==> config.mk <==
export PLATFORM = sky130hd
export DESIGN_NAME = fir_decim_round_out_flat
export DESIGN_NICKNAME = d
export VERILOG_FILES = /design/src/rtl/fir_decim_round_out_if.sv /design/src/rtl/fir_decim_round_out.sv /design/src/flat_wrapper.sv
export SDC_FILE = /design/constraint.sdc
export NUM_CORES = 1
export LEC_CHECK = 0
export ABC_CLOCK_PERIOD_IN_PS = 3790
export BUFFER_PORTS_ARGS = -buffer_cell sky130_fd_sc_hd__buf_4
export CORE_ASPECT_RATIO = 0.75
export CORE_MARGIN = 4
export CORE_UTILIZATION = 53
export CTS_BUF_LIST = sky130_fd_sc_hd__clkbuf_4
export DETAILED_ROUTE_END_ITERATION = 10
export GPL_TIMING_DRIVEN = 0
export PLACE_DENSITY = 0.71
export SLEW_MARGIN = 10
export SYNTH_ARGS = -nofsm -noshare
export SYNTH_HDL_FRONTEND = slang
export SYNTH_SLANG_ARGS = --single-unit
==> constraint.sdc <==
create_clock -name clk -period 3.79 [get_ports clk]
set_clock_uncertainty 0.15 [all_clocks]
set_input_delay 0.379 -clock clk [delete_from_list [all_inputs] [get_ports clk]]
set_output_delay 0.379 -clock clk [all_outputs]
set_load 0.05 [all_outputs]
==> src/rtl/fir_decim_round_out_if.sv <==
// Bus bundle between the FIR output stage and its neighbours.
// The slave side is the output stage: it consumes filter samples and control strobes
// and presents the FIFO head with valid/ready toward the consumer.
interface fir_decim_round_out_if #(
    parameter int INPUT_WIDTH  = 26,
    parameter int OUTPUT_WIDTH = 16,
    parameter int FIFO_DEPTH   = 4
);
    // Filter side: no backpressure toward the filter.
    logic                               valid_in;
    logic signed [INPUT_WIDTH-1:0]      din;
    logic                               phase_rst;
    // Consumer side.
    logic                               valid_out;
    logic                               ready_in;
    logic signed [OUTPUT_WIDTH-1:0]     dout;
    logic                               sat_out;
    logic [$clog2(FIFO_DEPTH):0]        fifo_level;
    // Status.
    logic                               overflow;
    logic                               clear_ovf;

    modport master (
        output valid_in, din, phase_rst, ready_in, clear_ovf,
        input  valid_out, dout, sat_out, fifo_level, overflow
    );

    modport slave (
        input  valid_in, din, phase_rst, ready_in, clear_ovf,
        output valid_out, dout, sat_out, fifo_level, overflow
    );
endinterface

==> src/rtl/fir_decim_round_out.sv <==
// Decimate, round/shift, saturate and queue FIR results in a small FWFT FIFO.
// Latency: valid_in in cycle N -> valid_out in cycle N+3 when the FIFO is empty.
// Backpressure: none toward the filter; a kept sample hitting a full FIFO is dropped
// and sets the sticky overflow flag (cleared by clear_ovf when no drop occurs).
// Ports: clk, rst (sync, active-high); io (slave modport) carries valid_in/din/phase_rst
// from the filter, valid_out/ready_in/dout/sat_out/fifo_level toward the consumer,
// and overflow/clear_ovf status.
module fir_decim_round_out #(
    parameter int INPUT_WIDTH  = 26,
    parameter int OUTPUT_WIDTH = 16,
    parameter int SHIFT        = 10,
    parameter int ROUND        = 1,
    parameter int DECIM        = 4,
    parameter int FIFO_DEPTH   = 4
) (
    input logic                 clk,
    input logic                 rst,
    fir_decim_round_out_if.slave io
);
    localparam int IW = INPUT_WIDTH;
    localparam int OW = OUTPUT_WIDTH;
    localparam int SW = INPUT_WIDTH + 1;
    localparam int CW = (DECIM > 1) ? $clog2(DECIM) : 1;
    localparam int AW = $clog2(FIFO_DEPTH);
    localparam int LW = AW + 1;

    localparam logic [CW-1:0] CNT_ONE  = CW'(1 % DECIM);
    localparam logic [CW-1:0] CNT_LAST = CW'(DECIM - 1);

    // Half-LSB of the post-shift result; zero when truncating or not shifting.
    localparam logic signed [SW-1:0] RND =
        (ROUND != 0 && SHIFT > 0) ? (SW'(1) << ((SHIFT > 0) ? SHIFT - 1 : 0)) : '0;

    // Output range limits expressed at the internal width.
    localparam logic signed [SW-1:0] MAXV = {{(SW-OW+1){1'b0}}, {(OW-1){1'b1}}};
    localparam logic signed [SW-1:0] MINV = {{(SW-OW+1){1'b1}}, {(OW-1){1'b0}}};

    // ---------------- decimation phase ----------------
    logic [CW-1:0] cnt;
    logic          keep;

    // phase_rst forces the current beat to be kept so the new phase starts here.
    assign keep = io.valid_in && (io.phase_rst || cnt == '0);

    always_ff @(posedge clk) begin
        if (rst) begin
            cnt <= '0;
        end else if (io.valid_in) begin
            if (io.phase_rst)        cnt <= CNT_ONE;
            else if (cnt == CNT_LAST) cnt <= '0;
            else                      cnt <= cnt + CW'(1);
        end else if (io.phase_rst) begin
            cnt <= '0;
        end
    end

    // ---------------- S1: sign-extend and add rounding constant ----------------
    logic                 s1_vld;
    logic signed [SW-1:0] s1_sum;

    always_ff @(posedge clk) begin
        if (rst) begin
            s1_vld <= 1'b0;
            s1_sum <= '0;
        end else begin
            s1_vld <= keep;
            if (keep) s1_sum <= $signed({io.din[IW-1], io.din}) + RND;
        end
    end

    // ---------------- S2: shift and saturate ----------------
    logic signed [SW-1:0] q;
    logic                 q_hi;
    logic                 q_lo;
    logic                 s2_vld;
    logic                 s2_sat;
    logic [OW-1:0]        s2_dat;

    assign q    = s1_sum >>> SHIFT;
    assign q_hi = q > MAXV;
    assign q_lo = q < MINV;

    always_ff @(posedge clk) begin
        if (rst) begin
            s2_vld <= 1'b0;
            s2_sat <= 1'b0;
            s2_dat <= '0;
        end else begin
            s2_vld <= s1_vld;
            if (s1_vld) begin
                s2_sat <= q_hi || q_lo;
                s2_dat <= q_hi ? MAXV[OW-1:0] : (q_lo ? MINV[OW-1:0] : q[OW-1:0]);
            end
        end
    end

    // ---------------- output FIFO (first-word fall-through) ----------------
    logic [OW:0]   mem [FIFO_DEPTH];
    logic [AW-1:0] wr_ptr;
    logic [AW-1:0] rd_ptr;
    logic [LW-1:0] level;
    logic          ovf;
    logic          pop;
    logic          wr;
    logic          drop;

    assign pop  = (level != '0) && io.ready_in;
    // A full FIFO still accepts a write when the head leaves in the same cycle.
    assign wr   = s2_vld && ((level != LW'(FIFO_DEPTH)) || pop);
    assign drop = s2_vld && !wr;

    always_ff @(posedge clk) begin
        if (rst) begin
            wr_ptr <= '0;
            rd_ptr <= '0;
            level  <= '0;
            ovf    <= 1'b0;
            // Storage is cleared so dout/sat_out read 0 out of reset.
            for (int i = 0; i < FIFO_DEPTH; i++) mem[i] <= '0;
        end else begin
            if (wr) begin
                mem[wr_ptr] <= {s2_sat, s2_dat};
                wr_ptr      <= wr_ptr + AW'(1);
            end
            if (pop) rd_ptr <= rd_ptr + AW'(1);
            case ({wr, pop})
                2'b10:   level <= level + LW'(1);
                2'b01:   level <= level - LW'(1);
                default: level <= level;
            endcase
            // A drop in the same cycle wins over the clear request.
            if (drop)              ovf <= 1'b1;
            else if (io.clear_ovf) ovf <= 1'b0;
        end
    end

    assign io.valid_out  = (level != '0);
    assign io.dout       = mem[rd_ptr][OW-1:0];
    assign io.sat_out    = mem[rd_ptr][OW];
    assign io.fifo_level = level;
    assign io.overflow   = ovf;
endmodule
==> src/flat_wrapper.sv <==
// flat-port wrapper written by rule: the top's interface ports become plain ports
module fir_decim_round_out_flat 
#(
    parameter int INPUT_WIDTH  = 26,
    parameter int OUTPUT_WIDTH = 16,
    parameter int SHIFT        = 10,
    parameter int ROUND        = 1,
    parameter int DECIM        = 4,
    parameter int FIFO_DEPTH   = 4
)
  (clk, rst, io_valid_in, io_din, io_phase_rst, io_ready_in, io_clear_ovf, io_valid_out, io_dout, io_sat_out, io_fifo_level, io_overflow);
  fir_decim_round_out_if #(.INPUT_WIDTH(INPUT_WIDTH), .OUTPUT_WIDTH(OUTPUT_WIDTH), .FIFO_DEPTH(FIFO_DEPTH)) io_i ();
  input logic clk;
  input logic rst;
  input wire logic [$bits(io_i.valid_in)-1:0] io_valid_in;
  input wire logic [$bits(io_i.din)-1:0] io_din;
  input wire logic [$bits(io_i.phase_rst)-1:0] io_phase_rst;
  input wire logic [$bits(io_i.ready_in)-1:0] io_ready_in;
  input wire logic [$bits(io_i.clear_ovf)-1:0] io_clear_ovf;
  output wire logic [$bits(io_i.valid_out)-1:0] io_valid_out;
  output wire logic [$bits(io_i.dout)-1:0] io_dout;
  output wire logic [$bits(io_i.sat_out)-1:0] io_sat_out;
  output wire logic [$bits(io_i.fifo_level)-1:0] io_fifo_level;
  output wire logic [$bits(io_i.overflow)-1:0] io_overflow;
  assign io_i.valid_in = io_valid_in;
  assign io_i.din = io_din;
  assign io_i.phase_rst = io_phase_rst;
  assign io_i.ready_in = io_ready_in;
  assign io_i.clear_ovf = io_clear_ovf;
  assign io_valid_out = io_i.valid_out;
  assign io_dout = io_i.dout;
  assign io_sat_out = io_i.sat_out;
  assign io_fifo_level = io_i.fifo_level;
  assign io_overflow = io_i.overflow;
  fir_decim_round_out #(.INPUT_WIDTH(INPUT_WIDTH), .OUTPUT_WIDTH(OUTPUT_WIDTH), .SHIFT(SHIFT), .ROUND(ROUND), .DECIM(DECIM), .FIFO_DEPTH(FIFO_DEPTH)) u_core (.clk(clk), .rst(rst), .io(io_i));
endmodule
; ---- Yosys cells after proc, flatten, opt, wreduce, memory -nomap -nowiden
; Memories as Yosys holds them, arrays and structs flattened. A register that Yosys moved wholly into a read port is not among the register bits.
; Index checks and enable logic that the tools add are counted.
[op_classes]
add_sub_neg = 6
muxes = 19
eq_ne = 4
n_lt_le_gt_ge = 2
n_reduce_logical = 14
[op_table]
columns = cell, count
row1 = $mux W16, 2
row2 = $add A26 B11 Y27 const B, 1
row3 = $gt A17 B16 Y1 const B, 1
row4 = $lt A17 B16 Y1 const B, 1
row5 = $mux W17, 1
row6 = $reduce_or A17 Y1, 1
row7 = $mux W2, 7
row8 = $mux W1, 8
row9 = $add A2 B1 Y2 const B, 3
row10 = $pmux W3 S2, 1
row11 = $reduce_bool A2 Y1, 3
row12 = $eq A2 B2 Y1 const B, 2
row13 = $logic_and A1 B1 Y1, 4
row14 = $add A3 B1 Y3 const B, 1
row15 = $logic_or A1 B1 Y1, 3
row16 = $ne A3 B3 Y1 const B, 1
row17 = $reduce_bool A3 Y1, 1
row18 = $sub A3 B1 Y3 const B, 1
row19 = $eq A2 B1 Y1 const B, 1
row20 = $logic_not A2 Y1, 1
row21 = $logic_not A1 Y1, 1
[word_totals]
ff_bits = 56
mem_count = 1
word_cells = 56
ramBits = 68
[memory_table]
columns = name, depth, width, read_ports, rd_ports_with_merged_regs, write_ports, line
row1 = u_core.mem, 4, 17, 1, 1, 4, fir_decim_round_out.sv:98  ; logic [OW:0] mem [FIFO_DEPTH];

; ---- Longest topological paths before layout
; Gate-level depths: netlist (run 1).
[depth]
depth_word = 9
ltp_mapped = 8
depth_no_buf = 8

; ---- Worst setup path before layout (run 1)
; Ideal clock, no wire load.
[synth_path]
path_type = register to register
startpoint = reg u_core.level[2] (netlist: u_core.io.fifo_level[2])
endpoint = reg u_core.level[2] (netlist: u_core.io.fifo_level[2])
period_less_slack_ps = 2759
arrival_time_ps = 2538
required_ps = 3570
setup_time_ps = 70
setup_slack_ps = 1031
stages_incl_launch_ff = 9
cell_sequence = dfxtp_1 > or4b_1 > nand2_1 > ha_1 > inv_1 > fa_1 > xor2_1 > or3_1 > a21oi_1
[synth_via]
elab_chain_cells = 6
[synth_rtl]
columns = item, line
row1 = start: declaration, fir_decim_round_out.sv:101  ; logic [LW-1:0] level;
row2 = start signal: assignment, fir_decim_round_out.sv:127  ; 2'b10: level <= level + LW'(1);
row3 = start signal: assignment, fir_decim_round_out.sv:128  ; 2'b01: level <= level - LW'(1);
row4 = start signal: assignment, fir_decim_round_out.sv:129  ; default: level <= level;
row5 = $reduce_bool A3 Y1, fir_decim_round_out.sv:107  ; assign pop = (level != '0) && io.ready_in;
row6 = $logic_and A1 B1 Y1, fir_decim_round_out.sv:107
row7 = $logic_or A1 B1 Y1, fir_decim_round_out.sv:109  ; assign wr = s2_vld && ((level != LW'(FIFO_DEPTH)) || pop);
row8 = $logic_and A1 B1 Y1, fir_decim_round_out.sv:109
row9 = $eq A2 B1 Y1 / $eq A2 B2 Y1 (equally long branches), fir_decim_round_out.sv:126  ; case ({wr, pop})
row10 = $pmux W3 S2 / $reduce_bool A2 Y1 (equally long branches), n/a
; Parallel ways exist; a longest one is shown, timed or not.
; A chain may end at the register's enable or synchronous reset.

==> flow_summary.json, run 1 <==
{
  "drv_slew": 0,
  "ff_latch_area_mm2": 0.00300,
  "dp_hpwl_um": 7460,
  "rsz0062_at_grt": "false",
  "ys_dominant_reg_cell": "edfxtp_1",
  "synth_warnings": 0,
  "finalNonFillerCells": 656,
  "ir_worst_vdd_uv": 248,
  "p_leak_nw": 2.21,
  "multiInputGateArea_mm2": 0.00189,
  "syn_area_mm2": 0.00509,
  "grt_pass1_wl_um": 17400,
  "status": "completed",
  "hold_depth": 3,
  "vias_per_cell": 5.45,
  "min_period_ns": 2.89,
  "cts.clk_slew.worst_paths_ns": 0.09,
  "fmax_mhz": 345,
  "route.detailed.drc": 0,
  "gp_congestion": 0.809,
  "cp_data_arrival_time_ns": 2.37,
  "initial_core_util_pct": 55.4,
  "worstHoldPathType": "input port to register",
  "synth_top_area_share_pct": 40.1,
  "wire_per_inst_um": 15.9,
  "cts-htree-levels": 4,
  "cts_tree": "done",
  "place_area_mm2": 0.00561,
  "fill_cells": 753,
  "io_pins": 54,
  "synth-seq-cells": 116,
  "numPortBuffers": 43,
  "synth_edf_count": 68,
  "die_w_um": 121,
  "fin_nets": 552,
  "core.rowCount": 30,
  "slew_headroom_pct": 39.4,
  "r2r_slack_ns": 1.14,
  "max_cap_violations": 0,
  "grt_max_degree": 18,
  "antenna_found_initial": 0,
  "drtAntennaViolNets": 0,
  "post_cts_buffers": 0,
  "syn2layout_area_growth_pct": 15.6,
  "r2r-end": "u_core.io.fifo_level[2]$_SDFFE_PP0P_",
  "p_per_area_mw_per_mm2": 481,
  "cts_hold_buf": 4,
  "cts_made_buffers": 17,
  "cp-end-kind": "primary output",
  "insertion_delay_ns": 0.50,
  "synthArstFlopShare_pct": 0,
  "dieArea_mm2": 0.0113,
  "synthTopCellsByArea": "edfxtp_1 (40%), dfxtp_1 (19%), mux4_2 (7.5%)",
  "drive_above_1_share_pct": 18.9,
  "cts.repair.resized": 0,
  "hold_start": "io_din[24]",
  "grt_pass1_vias": 3515,
  "worst_pin_slew_ns": 0.901,
  "yosysTopAreaCell": "edfxtp_1",
  "dp_cells": 620,
  "avgSynthCellArea_um2": 11.4,
  "cp_max_fo": 10,
  "clock_path_buffers": 2,
  "crit_required_ns": 3.26,
  "ys_types": 44,
  "crit_type": "register to primary output",
  "seq_area_frac_synth_pct": 59.0,
  "r2r_start": "u_core.io.fifo_level[0]$_SDFFE_PP0P_",
  "syn_nets": 484,
  "setup_tns_ns": 0,
  "first_pass_iters": 4,
  "drtIter0Drc": 186,
  "r2r_cells": 8,
  "period_share_pct": 76.4,
  "clkSinkCount": 116,
  "whs_endpoint": "u_core.s1_sum[24]$_SDFFE_PP0P_",
  "diodes": 0,
  "num_vias": 3577,
  "finalHoldViolCount": 0,
  "track_usage_pct": 20.1,
  "cts_root_buffer": "clkbuf_4",
  "wl_um": 10400,
  "setup_viol": 0,
  "startpoint_type": "register",
  "syn_inst": 447,
  "final_cell_area_mm2": 0.00589,
  "overflow": 0,
  "die_h_um": 92.9,
  "coreArea_mm2": 0.00920
}
[logic make-up after synthesis]
group                      count (synthesis)  share of synthesized area (%)
muxes                                     19                           7.91
AOI/OAI and AO/OA                         64                           8.79
DFF                                      116                           59.0
and+or+nand+nor                          172                           16.0
buffers and inverters                     54                           4.05
adders and majority gates                  5                           1.38
xor gates and xnor gates                  17                           2.92
[per-stage QoR]
stage | power (mW) | hold slack (ns) | utilization, % | setup slack (ns)
floorplan | 1.92 | 0.296 | - | 1.03
global placement | 2.08 | 0.324 | 60.6 | 0.975
detailed placement | 2.10 | 0.332 | 61.0 | 1.07
CTS | 2.86 | 0.00253 | 64.0 | 0.790
global route | 2.96 | 0.0241 | 64.0 | 0.731
finish | 2.83 | 0.0382 | 64.0 | 0.895
[where the power goes]
part | switching [mW] | internal [mW]
combinational | 0.386 | 0.229
sequential | 0.0478 | 1.40
clock | 0.419 | 0.347
total | 0.853 | 1.98
[state kept, by name, summed over array words and instances, names as in the netlist, named ones only]
register and cells:
u_core.mem 68, u_core.s1_sum 17, u_core.s2_dat 16, u_core.io.fifo_level 3
u_core.cnt 2, u_core.rd_ptr 2, u_core.wr_ptr 2, u_core.io.overflow 1
u_core.s1_vld 1, u_core.s2_sat 1, u_core.s2_vld 1
[placed cells by master, fill, tap and decap left out, drive strengths merged, types with 17 or more instances in the layout]
cell    instances
nand2          39
clkbuf         41
inv            26
edfxtp         68
and2           17
nor2           78
mux4           17
a311oi         19
dfxtp          48
buf            54
o21ai          18
[worst max-delay path, cell delays in order, from the launching register on]
cell and delay [ns]:
dfxtp_1 0.31, buf_1 0.37, clkbuf_1 0.55, mux4_2 0.42, buf_4 0.21
[cell usage after synthesis, types with 2 or more instances]
cell,n
or4_1,2
xnor2_1,9
nor3_1,4
nor2b_1,2
nand2b_1,3
o31ai_1,3
nor2_1,78
mux4_2,17
nand2_1,39
nand3_1,7
buf_1,6
a311oi_1,19
or3_1,4
buf_2,3
nor4_1,2
inv_1,26
clkbuf_1,19
nand4_1,4
mux2i_1,2
edfxtp_1,68
o21bai_1,2
a211oi_1,11
and2_1,17
dfxtp_1,48
a21oi_1,6
ha_1,4
xor2_1,8
o21ai_0,18
[area by class of cell]
| type | count | area share [%] |
|---|---|---|
| flip-flops and latches | 116 | 51.0 |
| multi-input cells | 277 | 32.1 |
| repair buffers | 49 | 6.67 |
| clock buffers | 22 | 2.80 |
| well taps | 128 | 2.72 |
| plain buffers | 28 | 1.85 |
| inverters | 26 | 1.66 |
| clock inverters | 10 | 1.17 |
[worst max-delay path by stage]
stage,end,cells after the start,start,slack [ns]
finish,io_dout[12],4,register,0.90
global route,io_dout[12],4,register,0.73
CTS,io_dout[12],4,register,0.79
detailed placement,u_core.io.fifo_level[2]$_SDFFE_PP0P_,9,io_ready_in,1.07
global placement,u_core.mem[1][12]$_SDFFCE_PN0P_,3,u_core.io.fifo_level[0]$_SDFFE_PP0P_,0.98
floorplan,u_core.io.fifo_level[2]$_SDFFE_PP0P_,8,u_core.io.fifo_level[2]$_SDFFE_PP0P_,1.03
[layer usage]
metal | global-route usage [%] | vias to the layer above | part of all wire (%) | wire length, um
met3 | 5.25 | 13 | 4.2 | 434
met5 | 0 | - | 0 | 0
met2 | 32.6 | 60 | 49 | 5090
met4 | 6.53 | 0 | 1.2 | 128
met1 | 26.6 | 1762 | 46 | 4790
li1 | - | 1742 | - | -
No activity file was read; power rests on OpenSTA's default activity.
==> run 2: changes to the inputs <==
--- a/config.mk
+++ b/config.mk
@@ -5,7 +5,8 @@
 export SDC_FILE = /design/constraint.sdc
 export NUM_CORES = 1
 export LEC_CHECK = 0
-export ABC_CLOCK_PERIOD_IN_PS = 3790
+export ABC_AREA = 1
+export ABC_CLOCK_PERIOD_IN_PS = 3000
 export BUFFER_PORTS_ARGS = -buffer_cell sky130_fd_sc_hd__buf_4
 export CORE_ASPECT_RATIO = 0.75
 export CORE_MARGIN = 4
==> constraint.sdc (replaced) <==
create_clock -name clk -period 3 [get_ports clk]
set_clock_uncertainty 0.15 [all_clocks]
set_input_delay 0.3 -clock clk [delete_from_list [all_inputs] [get_ports clk]]
set_output_delay 0.3 -clock clk [all_outputs]
set_load 0.05 [all_outputs]
==> flow_summary.json, run 2 <==
{
  "status": "completed",
  "first_pass_iters": 5,
  "top_register": "u_core.mem",
  "wl_um": 11900,
  "drtAntennaViolNets": 0,
  "startpoint_type": "register",
  "crit_type": "register to primary output",
  "cts_root_buffer": "clkbuf_4",
  "final_cell_mix": "nor2_1 (142), inv_1 (77), o21ai_0 (71)",
  "clock_path_buffers": 2,
  "yosys.cell_count.top_type": "nor2_1",
  "overflow": 0,
  "synth-seq-cells": 116,
  "synthTopCellsByArea": "edfxtp_1 (39%), dfxtp_1 (18%), nor2_1 (10%)",
  "syn_nets": 632,
  "cts_tree": "done",
  "p_per_area_mw_per_mm2": 650,
  "seq_area_frac_synth_pct": 57.1,
  "top_regs": "u_core.mem x68, u_core.s1_sum x17, u_core.s2_dat x16",
  "coreArea_mm2": 0.00966,
  "final_util_pct": 65.6,
  "dieArea_mm2": 0.0116,
  "yosysTopAreaCell": "edfxtp_1",
  "worstHoldPathType": "input port to register",
  "die_h_um": 94.3,
  "max_cap_violations": 0,
  "grt_pass1_wl_um": 19000,
  "antenna_found_initial": 0,
  "setup_tns_ns": 0,
  "track_usage_pct": 21.7,
  "vias_per_cell": 5.20,
  "diodes": 0,
  "syn_area_mm2": 0.00526,
  "synthArstFlopShare_pct": 0,
  "power_mw": 4.12,
  "hold_ws_ns": 0.0687,
  "use_met3_pct": 5.90,
  "slew_headroom_pct": 50.4,
  "cts.repair.resized": 0,
  "synth_top_area_share_pct": 38.8,
  "min_period_ns": 2.63,
  "drive_above_1_share_pct": 15.1,
  "cp_data_arrival_time_ns": 2.18,
  "use_met1_pct": 27.2,
  "synth_common_cells": "nor2_1 (142), inv_1 (77), o21ai_0 (73)",
  "fill_cells": 798,
  "gp_congestion": 0.828,
  "cts_made_buffers": 17,
  "cts-htree-levels": 4,
  "die_w_um": 123,
  "synth_warnings": 0,
  "drv_slew": 0,
  "setup_viol": 0,
  "clkSinkCount": 116,
  "ys_dominant_reg_cell": "edfxtp_1",
  "cp_max_fo": 10,
  "fmax_mhz": 380,
  "worst_pin_slew_ns": 0.741,
  "rsz0062_at_grt": "false",
  "crit_required_ns": 2.55,
  "ir_worst_vdd_uv": 436,
  "synth_edf_count": 68,
  "grt_use_met2_pct": 36.1,
  "finalHoldViolCount": 0,
  "ys_types": 31,
  "cts.clk_slew.worst_paths_ns": 0.09,
  "p_leak_nw": 2.44,
  "grt_pass1_vias": 4114,
  "top_usage_layer": "met2",
  "grt_max_degree": 18,
  "cp-end-kind": "primary output",
  "io_pins": 54,
  "wire_per_inst_um": 14.3,
  "route.detailed.drc": 0,
  "core.rowCount": 31,
  "period_share_pct": 87.7,
  "layout_commonest_cell": "nor2_1",
  "final_cell_area_mm2": 0.00633,
  "initial_core_util_pct": 54.5,
  "avgSynthCellArea_um2": 8.84,
  "fin_nets": 720,
  "insertion_delay_ns": 0.51,
  "dp_hpwl_um": 8280,
  "drtIter0Drc": 328,
  "num_vias": 4303,
  "syn2layout_area_growth_pct": 20.4,
  "largest_register_ffs": 68,
  "place_area_mm2": 0.00582,
  "syn_inst": 595,
  "numPortBuffers": 44
}
## run 2: final timing paths
check                                          to  cells past startpoint                                 start  slack, ns
max                                   io_dout[12]                      5                              register       0.37
min                u_core.s1_sum[10]$_SDFFE_PP0P_                      4                            io_din[10]       0.07
min reg2reg         u_core.s2_dat[1]$_SDFFE_PP0P_                      2         u_core.s2_dat[1]$_SDFFE_PP0P_       0.32
max reg2reg  u_core.io.fifo_level[2]$_SDFFE_PP0P_                     10  u_core.io.fifo_level[0]$_SDFFE_PP0P_       0.69
## run 2: cell families after synthesis
logic type	after synthesis	synth area share (%)
AND/OR/NAND/NOR	237	19.6
adder cells (fa/ha/maj)	5	1.33
AO/OA/AOI/OAI	127	12.9
flip-flops	116	57.1
buffers and inverters	104	8.09
XOR/XNOR	6	0.999
## run 2: through the flow
stage                     setup slack (ns)  std cells
after floorplan                     0.0509        595
after global placement              -0.614        771
after detailed placement             0.675        774
after CTS                            0.333        828
after global routing                 0.144        828
final                                0.369        828
## run 2: what timing repair did
| item | CTS | global route |
|---|---|---|
| setup endpoints to repair | 0 | 0 |
| hold buffers | 22 | 0 |
| setup buffers | 0 | 0 |
| endpoints found under the hold margin | 25 | 0 |
## run 2: final cells by class
| type | count | area [um^2] | area share [%] |
|---|---|---|---|
| buffer | 22 | 115 | 1.82 |
| inverter | 82 | 310 | 4.90 |
| sequential | 116 | 3000 | 47.4 |
| clock buffer | 24 | 180 | 2.85 |
| clock inverter | 8 | 110 | 1.74 |
| timing repair buffer | 69 | 596 | 9.41 |
| tap | 132 | 165 | 2.61 |
| multi-input combinational | 375 | 1850 | 29.3 |
## run 2: report_power, final
part | total (mW) | internal [mW] | switching (mW)
sequential | 1.82 | 1.77 | 0.0489
clock | 1.18 | 0.632 | 0.543
combinational | 1.12 | 0.329 | 0.796
## run 2: critical path: stages, from the launching register on
cell	delay, ns
dfxtp_1	0.42
inv_1	0.26
clkbuf_1	0.41
o21ai_0	0.18
o22ai_1	0.17
buf_4	0.23
## run 2: routing by layer
metal / up-vias / wire [um]
met1: 2042 / 5200
li1: 2130 / -
met4: 0 / 218
met2: 107 / 5850
met3: 24 / 596
met5: - / 0
